### src/rtl/ex_stage_pkg.sv
`default_nettype none
// ============================================================================
//  Module      : ex_stage_pkg
//  Description : Bus widths, ALU operation codes, result-class codes and
//                divider state encoding shared by the execute stage.
//  Revision    : 1.0  initial release
// ============================================================================
package ex_stage_pkg;

    localparam int REG_W      = 32;
    localparam int REG_ADDR_W = 5;
    localparam int ALUOP_W    = 8;
    localparam int ALUTYPE_W  = 3;

    // Operation codes
    localparam logic [ALUOP_W-1:0] EXE_NOP_OP   = 8'h00;
    localparam logic [ALUOP_W-1:0] EXE_AND_OP   = 8'h24;
    localparam logic [ALUOP_W-1:0] EXE_OR_OP    = 8'h25;
    localparam logic [ALUOP_W-1:0] EXE_XOR_OP   = 8'h26;
    localparam logic [ALUOP_W-1:0] EXE_NOR_OP   = 8'h27;
    localparam logic [ALUOP_W-1:0] EXE_SLL_OP   = 8'h7C;
    localparam logic [ALUOP_W-1:0] EXE_SRL_OP   = 8'h02;
    localparam logic [ALUOP_W-1:0] EXE_SRA_OP   = 8'h03;
    localparam logic [ALUOP_W-1:0] EXE_ADD_OP   = 8'h20;
    localparam logic [ALUOP_W-1:0] EXE_ADDU_OP  = 8'h21;
    localparam logic [ALUOP_W-1:0] EXE_SUB_OP   = 8'h22;
    localparam logic [ALUOP_W-1:0] EXE_SUBU_OP  = 8'h23;
    localparam logic [ALUOP_W-1:0] EXE_SLT_OP   = 8'h2A;
    localparam logic [ALUOP_W-1:0] EXE_SLTU_OP  = 8'h2B;
    localparam logic [ALUOP_W-1:0] EXE_MULT_OP  = 8'h18;
    localparam logic [ALUOP_W-1:0] EXE_MULTU_OP = 8'h19;
    localparam logic [ALUOP_W-1:0] EXE_DIV_OP   = 8'h1A;
    localparam logic [ALUOP_W-1:0] EXE_DIVU_OP  = 8'h1B;
    localparam logic [ALUOP_W-1:0] EXE_MFHI_OP  = 8'h10;
    localparam logic [ALUOP_W-1:0] EXE_MTHI_OP  = 8'h11;
    localparam logic [ALUOP_W-1:0] EXE_MFLO_OP  = 8'h12;
    localparam logic [ALUOP_W-1:0] EXE_MTLO_OP  = 8'h13;

    // Result classes selecting the GPR write data
    localparam logic [ALUTYPE_W-1:0] EXE_RES_NOP   = 3'd0;
    localparam logic [ALUTYPE_W-1:0] EXE_RES_LOGIC = 3'd1;
    localparam logic [ALUTYPE_W-1:0] EXE_RES_SHIFT = 3'd2;
    localparam logic [ALUTYPE_W-1:0] EXE_RES_ARITH = 3'd3;
    localparam logic [ALUTYPE_W-1:0] EXE_RES_MOVE  = 3'd4;

    // Divider states
    typedef enum logic [1:0] {
        DIV_IDLE = 2'd0,
        DIV_CALC = 2'd1,
        DIV_ZERO = 2'd2,
        DIV_END  = 2'd3
    } div_state_t;

    // Magnitude of a two's-complement value when en is set, raw value otherwise
    function automatic logic [REG_W-1:0] abs32(input logic [REG_W-1:0] v, input logic en);
        return (en && v[REG_W-1]) ? (~v + 32'd1) : v;
    endfunction

endpackage
`default_nettype wire

### src/rtl/ex_stage_div_unit.sv
`default_nettype none
// ============================================================================
//  Module      : ex_stage_div_unit
//  Description : Iterative radix-2 restoring divider (div_unit) with
//                signed/unsigned operand handling and annul support.
//  Revision    : 1.0  initial release
// ============================================================================
module ex_stage_div_unit
    import ex_stage_pkg::*;
#(
    parameter int DIV_CYCLES = 32
) (
    input  logic             clk,
    input  logic             rst,
    input  logic             start,
    input  logic             signed_div,
    input  logic             annul,
    input  logic [REG_W-1:0] op_a,
    input  logic [REG_W-1:0] op_b,
    output logic             busy,
    output logic             done,
    output logic [REG_W-1:0] quotient,
    output logic [REG_W-1:0] remainder
);

    localparam int CNT_W = $clog2(DIV_CYCLES);
    localparam logic [CNT_W-1:0] C_LAST_CNT = CNT_W'(DIV_CYCLES - 1);

    div_state_t         r_state;
    div_state_t         w_next;
    logic [CNT_W-1:0]   r_cnt;
    logic [64:0]        r_shift;      // {partial remainder[64:32], quotient/dividend[31:0]}
    logic [REG_W-1:0]   r_divisor;
    logic               r_neg_q;
    logic               r_neg_r;
    logic [33:0]        w_diff;
    logic [64:0]        w_step;

    // One restoring step: trial-subtract divisor from the shifted partial remainder
    always_comb begin
        w_diff = r_shift[64:31] - {2'b00, r_divisor};
        if (w_diff[33]) begin
            w_step = {r_shift[63:0], 1'b0};
        end else begin
            w_step = {w_diff[32:0], r_shift[30:0], 1'b1};
        end
    end

    // Next-state and handshake outputs
    always_comb begin
        w_next = r_state;
        busy   = 1'b0;
        done   = 1'b0;
        case (r_state)
            DIV_IDLE: begin
                if (start && !annul) begin
                    busy   = 1'b1;
                    w_next = (op_b == '0) ? DIV_ZERO : DIV_CALC;
                end
            end
            DIV_CALC: begin
                busy = 1'b1;
                if (annul) begin
                    w_next = DIV_IDLE;
                end else if (r_cnt == C_LAST_CNT) begin
                    w_next = DIV_END;
                end
            end
            DIV_ZERO: begin
                busy   = 1'b1;
                w_next = annul ? DIV_IDLE : DIV_END;
            end
            DIV_END: begin
                done   = 1'b1;
                w_next = DIV_IDLE;
            end
            default: w_next = DIV_IDLE;
        endcase
    end

    // State register, operand capture and iteration datapath
    always_ff @(posedge clk or posedge rst) begin
        if (rst) begin
            r_state   <= DIV_IDLE;
            r_cnt     <= '0;
            r_shift   <= '0;
            r_divisor <= '0;
            r_neg_q   <= 1'b0;
            r_neg_r   <= 1'b0;
        end else begin
            r_state <= w_next;
            case (r_state)
                DIV_IDLE: begin
                    if (start && !annul) begin
                        r_shift   <= {33'd0, abs32(op_a, signed_div)};
                        r_divisor <= abs32(op_b, signed_div);
                        r_neg_q   <= signed_div & (op_a[REG_W-1] ^ op_b[REG_W-1]);
                        r_neg_r   <= signed_div & op_a[REG_W-1];
                        r_cnt     <= '0;
                    end
                end
                DIV_CALC: begin
                    if (!annul) begin
                        r_shift <= w_step;
                        r_cnt   <= r_cnt + CNT_W'(1);
                    end
                end
                DIV_ZERO: begin
                    r_shift <= '0;
                    r_neg_q <= 1'b0;
                    r_neg_r <= 1'b0;
                end
                default: ;
            endcase
        end
    end

    // Quotient negated on differing signs; remainder follows the dividend sign
    assign quotient  = r_neg_q ? (~r_shift[31:0] + 32'd1)  : r_shift[31:0];
    assign remainder = r_neg_r ? (~r_shift[63:32] + 32'd1) : r_shift[63:32];

endmodule
`default_nettype wire

### src/rtl/ex_stage.sv
`default_nettype none
// ============================================================================
//  Module      : ex_stage
//  Description : Execute stage: logic/shift/arith/move, single-cycle
//                multiply, iterative divide with pipeline stall request.
//  Revision    : 1.0  initial release
// ============================================================================
module ex_stage
    import ex_stage_pkg::*;
#(
    parameter int DIV_CYCLES = 32
) (
    input  logic                  clk,
    input  logic                  rst,
    input  logic [ALUOP_W-1:0]    aluop_i,
    input  logic [ALUTYPE_W-1:0]  aluoptype_i,
    input  logic [REG_W-1:0]      reg1_data_i,
    input  logic [REG_W-1:0]      reg2_data_i,
    input  logic                  wreg_i,
    input  logic [REG_ADDR_W-1:0] rd_addr_i,
    input  logic [REG_W-1:0]      hi_i,
    input  logic [REG_W-1:0]      lo_i,
    input  logic                  flush_i,
    output logic                  wreg_o,
    output logic [REG_ADDR_W-1:0] rd_addr_o,
    output logic [REG_W-1:0]      wdata_o,
    output logic                  whilo_o,
    output logic [REG_W-1:0]      hi_o,
    output logic [REG_W-1:0]      lo_o,
    output logic                  stallreq_o
);

    logic             w_is_mult;
    logic             w_is_div;
    logic             w_is_mt;
    logic             w_sub;
    logic [REG_W-1:0] w_sum;
    logic [REG_W-1:0] w_result;
    logic [63:0]      w_mul_a;
    logic [63:0]      w_mul_b;
    logic [63:0]      w_prod;
    logic             w_div_busy;
    logic             w_div_done;
    logic [REG_W-1:0] w_quot;
    logic [REG_W-1:0] w_rem;

    assign w_is_mult = (aluop_i == EXE_MULT_OP) || (aluop_i == EXE_MULTU_OP);
    assign w_is_div  = (aluop_i == EXE_DIV_OP)  || (aluop_i == EXE_DIVU_OP);
    assign w_is_mt   = (aluop_i == EXE_MTHI_OP) || (aluop_i == EXE_MTLO_OP);
    assign w_sub     = (aluop_i == EXE_SUB_OP)  || (aluop_i == EXE_SUBU_OP);
    assign w_sum     = reg1_data_i + (w_sub ? (~reg2_data_i + 32'd1) : reg2_data_i);

    // Sign-extending to 64 bits makes the low 64 product bits right for MULT as well as MULTU
    assign w_mul_a = {{32{reg1_data_i[31] & (aluop_i == EXE_MULT_OP)}}, reg1_data_i};
    assign w_mul_b = {{32{reg2_data_i[31] & (aluop_i == EXE_MULT_OP)}}, reg2_data_i};
    assign w_prod  = w_mul_a * w_mul_b;

    ex_stage_div_unit #(
        .DIV_CYCLES (DIV_CYCLES)
    ) u_div_unit (
        .clk        (clk),
        .rst        (rst),
        .start      (w_is_div),
        .signed_div (aluop_i == EXE_DIV_OP),
        .annul      (flush_i),
        .op_a       (reg1_data_i),
        .op_b       (reg2_data_i),
        .busy       (w_div_busy),
        .done       (w_div_done),
        .quotient   (w_quot),
        .remainder  (w_rem)
    );

    // GPR write data selected by result class
    always_comb begin
        w_result = '0;
        case (aluoptype_i)
            EXE_RES_LOGIC: begin
                case (aluop_i)
                    EXE_AND_OP: w_result = reg1_data_i & reg2_data_i;
                    EXE_OR_OP:  w_result = reg1_data_i | reg2_data_i;
                    EXE_XOR_OP: w_result = reg1_data_i ^ reg2_data_i;
                    EXE_NOR_OP: w_result = ~(reg1_data_i | reg2_data_i);
                    default:    w_result = '0;
                endcase
            end
            EXE_RES_SHIFT: begin
                case (aluop_i)
                    EXE_SLL_OP: w_result = reg1_data_i << reg2_data_i[4:0];
                    EXE_SRL_OP: w_result = reg1_data_i >> reg2_data_i[4:0];
                    EXE_SRA_OP: w_result = $signed(reg1_data_i) >>> reg2_data_i[4:0];
                    default:    w_result = '0;
                endcase
            end
            EXE_RES_ARITH: begin
                case (aluop_i)
                    EXE_ADD_OP, EXE_ADDU_OP,
                    EXE_SUB_OP, EXE_SUBU_OP: w_result = w_sum;
                    EXE_SLT_OP:  w_result = ($signed(reg1_data_i) < $signed(reg2_data_i)) ? 32'd1 : 32'd0;
                    EXE_SLTU_OP: w_result = (reg1_data_i < reg2_data_i) ? 32'd1 : 32'd0;
                    default:     w_result = '0;
                endcase
            end
            EXE_RES_MOVE: begin
                case (aluop_i)
                    EXE_MFHI_OP: w_result = hi_i;
                    EXE_MFLO_OP: w_result = lo_i;
                    default:     w_result = '0;
                endcase
            end
            default: w_result = '0;
        endcase
    end

    // Writeback bundle and stall request; reset and flush silence everything
    always_comb begin
        wreg_o     = 1'b0;
        rd_addr_o  = '0;
        wdata_o    = '0;
        whilo_o    = 1'b0;
        hi_o       = '0;
        lo_o       = '0;
        stallreq_o = 1'b0;
        if (!rst && !flush_i) begin
            wdata_o    = w_result;
            stallreq_o = w_div_busy;
            if (!(w_is_mult || w_is_div || w_is_mt)) begin
                wreg_o    = wreg_i;
                rd_addr_o = rd_addr_i;
            end
            if (w_is_mult) begin
                whilo_o = 1'b1;
                hi_o    = w_prod[63:32];
                lo_o    = w_prod[31:0];
            end else if (w_is_div && w_div_done) begin
                whilo_o = 1'b1;
                hi_o    = w_rem;
                lo_o    = w_quot;
            end else if (aluop_i == EXE_MTHI_OP) begin
                whilo_o = 1'b1;
                hi_o    = reg1_data_i;
                lo_o    = lo_i;
            end else if (aluop_i == EXE_MTLO_OP) begin
                whilo_o = 1'b1;
                hi_o    = hi_i;
                lo_o    = reg1_data_i;
            end
        end
    end

endmodule
`default_nettype wire
### config.mk
export PLATFORM = sky130hd
export DESIGN_NAME = ex_stage
export DESIGN_NICKNAME = d
export VERILOG_FILES = /design/src/rtl/ex_stage_pkg.sv /design/src/rtl/ex_stage_div_unit.sv /design/src/rtl/ex_stage.sv
export SDC_FILE = /design/constraint.sdc
export NUM_CORES = 2
export LEC_CHECK = 0
export ABC_AREA = 1
export BUFFER_PORTS_ARGS = -buffer_cell sky130_fd_sc_hd__buf_2
export CAP_MARGIN = 20
export CORE_ASPECT_RATIO = 1.75
export CORE_UTILIZATION = 45
export CTS_CLUSTER_DIAMETER = 100
export DETAILED_ROUTE_END_ITERATION = 8
export PLACE_DENSITY = 0.66
export REMOVE_ABC_BUFFERS = 1
export SLEW_MARGIN = 0
export SYNTH_ARGS = -nofsm -noshare
export SYNTH_HDL_FRONTEND = slang
export SYNTH_SLANG_ARGS = --single-unit
### constraint.sdc
create_clock -name clk -period 12.7 [get_ports clk]
set_input_delay 0.635 -clock clk [delete_from_list [all_inputs] [get_ports clk]]
set_output_delay 0.635 -clock clk [all_outputs]
set_load 0.1 [all_outputs]
# --- After elaboration in Yosys (flattened, before gate mapping) ---
# Cells that the tools add are included.
classes:
  addsub: 7
  multipliers: 1
  magnitude_cmp: 2
  eq_ne: 32
  shift: 3
  muxes: 53
  bitwise_logic: 13
  reduce_logical: 25
ops:
  columns: ["op", "n"]
  rows:
  - ["$mux W32", 16]
  - ["$pmux W32 S4", 2]
  - ["$mux W65", 3]
  - ["$pmux W65 S3", 1]
  - ["$pmux W32 S3", 2]
  - ["$not A32 Y32", 5]
  - ["$add A32 B1 Y32 const B", 4]
  - ["$eq A8 B6 Y1 const B", 10]
  - ["$eq A8 B5 Y1 const B", 8]
  - ["$lt A32 B32 Y1", 2]
  - ["$mul A33 B33 Y64", 1]
  - ["$pmux W32 S2", 1]
  - ["$sub A34 B32 Y34", 1]
  - ["$add A32 B32 Y32", 1]
  - ["$and A32 B32 Y32", 1]
  - ["$logic_not A32 Y1", 1]
  - ["$or A32 B32 Y32", 1]
  - ["$shl A32 B5 Y32", 1]
  - ["$shr A32 B5 Y32", 1]
  - ["$sshr A32 B5 Y32", 1]
  - ["$xor A32 B32 Y32", 1]
  - ["$mux W5", 4]
  - ["$eq A8 B2 Y1 const B", 2]
  - ["$mux W1", 14]
  - ["27 further kinds", 52]
word_totals:
  regBits: 106
  wordCells: 142

# --- Longest topological paths before layout ---
logic_depth:
  ltp_word: 7
  depth_mapped: 37
  depth_no_buf: 36

# --- By module ---
# From an unflattened synthesis, not the netlist that was laid out.
unflattened:
  hier_cells: 9022
  hier_area_um2: 62339.8
by_module_without_submodules:
  columns: ["mod", "instances", "cells_each", "area_per_inst_um2", "seq_area_each_um2"]
  rows:
  - ["ex_stage", 1, 7224, 51451.8, 0.0]
  - ["ex_stage_div_unit", 1, 1798, 10887.9, 2652.5]

# --- Worst setup path after synthesis ---
# No wires, ideal clock.
synth_path:
  kind: "input port to output port"
  start: "in aluop_i[7]"
  end: "out hi_o[26]"
  arrival_time_ns: 9.205
  path_slack_ns: 2.860
  cell_stages: 32
  path_buffers: 1
  cell_sequence: "nor2_2 > nand3_2 > nor3_2 > inv_2 > nor2_1 > inv_2 > clkbuf_1 > nor2_1 > fa_1 > inv_1 > fa_1 > inv_1 > fa_1 > fa_1 > inv_1 > fa_1 > inv_1 > fa_1 > inv_1 > fa_1 > fa_1 > inv_1 > ha_1 > nand2_1 > nor2_1 > inv_1 > nor2_1 > nand2_1 > or2_2 > a31oi_1 > nor2_1 > nor2_1"
synth_between:
  elab_chain_cells: 6
synth_rtl:
  columns: ["element", "line_no", "source"]
  rows:
  - ["start, declared", "ex_stage.sv:15", "input logic [ALUOP_W-1:0] aluop_i,"]
  - ["parallel branches: the longest is 4 deep, another holds $mul A33 B33 Y64", null, null]
  - ["$mux W32 (*)", "ex_stage.sv:131", "if (w_is_mult) begin"]
  - ["$mux W32 (*)", "ex_stage.sv:124", "if (!rst && !flush_i) begin"]
  - ["end, declared", "ex_stage.sv:28", "output logic [REG_W-1:0] hi_o,"]
# Every way passes the cells marked *.

# --- Worst setup path after layout ---
layout_path:
  start: "in aluop_i[7]"
  end: "out hi_o[21]"
# The elaborated chain is that of the path after synthesis.

==> impl_metrics.ini <==
[synth]
yosysWarnings = 0
postSynth.asyncResetShare = 1.00
synth_compound_area_frac = 0.119
synthSimpleGateAreaFrac = 0.221
synth_top_family_by_area = adder cells
synth.cell_area_mm2 = 0.0609
postSynthAreaPerCell_um2 = 6.94
synth_seq_area_share = 0.0435
synth_xor_area_frac = 0.0137
synth_cell_types = 62
synth_edf_count = 0
muxShareOfSynthArea = 0.00181
ys_ff_latch = 106
synth_flop_cell = dfrtp_1
synthAdderAreaFrac = 0.449
synth_cells = 8776

[layout]
layout_common_cells = nand2_1, inv_1, fa_1
fillers = 13900
final_common_cell = nand2_1
drive_above_1_share = 0.0599
area_growth_pct = 5.77
final_util = 0.480
nNetsFinal = 10400

[placed_design]
place_congestion = 1.09
portBuffers = 251
dp_hpwl_mm = 267

[setup_path]
worstPathMaxFanout = 30
path_delay_family = adder cells
cpPeakStageDelay_ps = 900
crit_type = primary input to primary output
start_kind = primary input
crit_required_ps = 12060
timing.critical_path.buf_inv = 13
crit_arrival_ps = 11710
slowest_stage = fa_1
endpoint_kind = primary output

[clock_network]
post_cts_buffers = 0
root_buffer = clkbuf_16
cts_resized = 0
path_clk_slew_ps = 90
clock-sinks = 106
cts_tree = yes
cts_max_level = 3
clkLatencyLatePin_ps = 440
max-clock-path-buffers = 2
cts_made_buffers = 9
ctsHoldBuffers = 0

[routing]
drt_first_iter_violations = 6101
num_vias = 63000
dr.pass1.iters = 9
ant_nets = 0
drcViolationCount = 0
wl_per_cell_um = 30.6
totalWireLength_mm = 324
avgViaCountPerCell = 5.95

[timing]
fin_crit_sh = 0.972
final-setup-viol-count = 0
fmax_mhz = 81.0
worst_slew_pin_slew_ps = 1280
finalHoldViolations = 0
setup_tns_ps = 0
rsz0062_at_grt = false
period_needed_ps = 12340
skew_ps = 21.1
maxSlewHeadroom = 0.136
slew_viol_final = 0

[die]
die_x_um = 280
pin_count = 252
die_h_um = 489
num_rows = 178
die_area_mm2 = 0.137
start_util = 0.454
coreArea_mm2 = 0.134

[grt]
use_met3 = 0.136
grt-ovfl-total = 0
grtUsageMet2 = 0.772
grt_pass1_vias = 65500
use_met1 = 0.485
grt_max_degree = 67
grt.total_usage = 0.481
antenna_found_initial = 43
grt_pass1_wl_mm = 459
top_usage_layer = met2

[flow_run]
drv_cap = 0

[worst_hold_path]
hold_path.class = primary input to async pin

[outcome]
status = completed
per-stage QoR:
stage	cell area (um2)	instances	hold slack, ps	setup slack, ps
2_1_floorplan	59200	8341	449	548
3_3_place_gp	64000	10500	496	1150
3_5_place_dp	64000	10500	510	990
4_1_cts	64300	10600	490	961
5_1_grt	64400	10600	504	73.3
6_report	64400	10600	428	355
synthesized netlist by cell type, types with 6 or more instances:
library cell | instances | area, um2
buf_4 | 6 | 45.0
a21oi_1 | 442 | 2210
inv_2 | 19 | 71.3
a21o_1 | 12 | 90.1
inv_1 | 1986 | 7450
buf_1 | 130 | 488
a31oi_1 | 33 | 206
clkbuf_1 | 234 | 878
xnor2_1 | 28 | 245
nor2_2 | 14 | 87.6
fa_1 | 1127 | 22600
nand2_1 | 2184 | 8200
a22oi_1 | 21 | 158
a221oi_1 | 8 | 70.1
o21ai_0 | 548 | 2740
xor2_1 | 67 | 587
buf_2 | 64 | 320
ha_1 | 381 | 4770
o21bai_1 | 18 | 135
o22ai_1 | 68 | 425
nor4_1 | 16 | 100
o21a_1 | 29 | 218
or2_2 | 17 | 106
o211ai_1 | 55 | 413
o31ai_1 | 6 | 45.0
nand3_1 | 379 | 1900
a21boi_0 | 7 | 52.6
nand4_1 | 62 | 388
o221ai_1 | 16 | 140
mux2i_1 | 11 | 110
a211oi_1 | 12 | 90.1
clkinv_1 | 8 | 30.0
dfrtp_1 | 106 | 2650
nor3_1 | 62 | 310
nand3b_1 | 11 | 82.6
nor2_4 | 6 | 67.6
nor2_1 | 525 | 1970
cell type report:
cell class / instances / area (um2) / area share
clock inverters: 5 / 38.8 / 0.000602
diodes: 26 / 65.1 / 0.00101
flip-flops and latches: 106 / 2650 / 0.0412
repair buffers: 414 / 2590 / 0.0401
multi-input cells: 6222 / 49000 / 0.761
inverters: 2013 / 7560 / 0.117
well taps: 1800 / 2250 / 0.0350
clock buffers: 11 / 233 / 0.00361
worst register-to-register path, stage by stage (launching register included):
cell and delay (ps):
dfrtp_1 390, inv_1 90, ha_1 190, inv_1 770, fa_1 380, nand2_1 80, nand2_1 60, o21ai_0 80
buf_4 170, o21ai_0 940, nand3_1 880, nand3_1 630, a21oi_1 140, xor2_1 200, nand2_1 80, nand3_1 70
nand2_1 50
per-layer routing:
layer | wire length [um] | part of all wire
met2 | 150000 | 0.46
met5 | 186 | 0.00057
met3 | 29400 | 0.091
met4 | 41700 | 0.13
met1 | 103000 | 0.32
flip-flops by register name (all words and copies together), names as in the netlist:
name	flops
u_div_unit.r_cnt	5
u_div_unit.r_divisor	32
u_div_unit.r_neg_q	1
u_div_unit.r_neg_r	1
u_div_unit.r_shift	65
u_div_unit.r_state	2
logic make-up (layout without fill, tap and decap cells):
group	after synthesis	count (layout)
other	0	26
AOI/OAI and AO/OA	1304	1304
muxes	11	11
DFF	106	106
buffers and inverters	2448	2443
and+or+nand+nor	3304	3304
adders and majority gates	1508	1508
xor gates and xnor gates	95	95
worst paths after layout:
check,startpoint,endpoint,slack (ps),cells past startpoint
max in group asynchronous,rst,u_div_unit.r_divisor[31]$_DFFE_PP0P_,10980,3
worst max register to register,u_div_unit.r_shift[31]$_DFFE_PP0P_,u_div_unit.r_shift[58]$_DFFE_PP0P_,7400,16
worst min-delay path,rst,u_div_unit.r_shift[2]$_DFFE_PP0P_,430,2
worst min register to register,u_div_unit.r_cnt[0]$_DFFE_PP0P_,u_div_unit.r_cnt[0]$_DFFE_PP0P_,530,1
worst max-delay path,aluop_i[7],hi_o[21],360,34
min in group clk,u_div_unit.r_cnt[0]$_DFFE_PP0P_,u_div_unit.r_cnt[0]$_DFFE_PP0P_,530,1
Power is left out: the tool's default activity adds up to more than one toggle a clock period on the data nets, which glitch-free logic cannot reach.
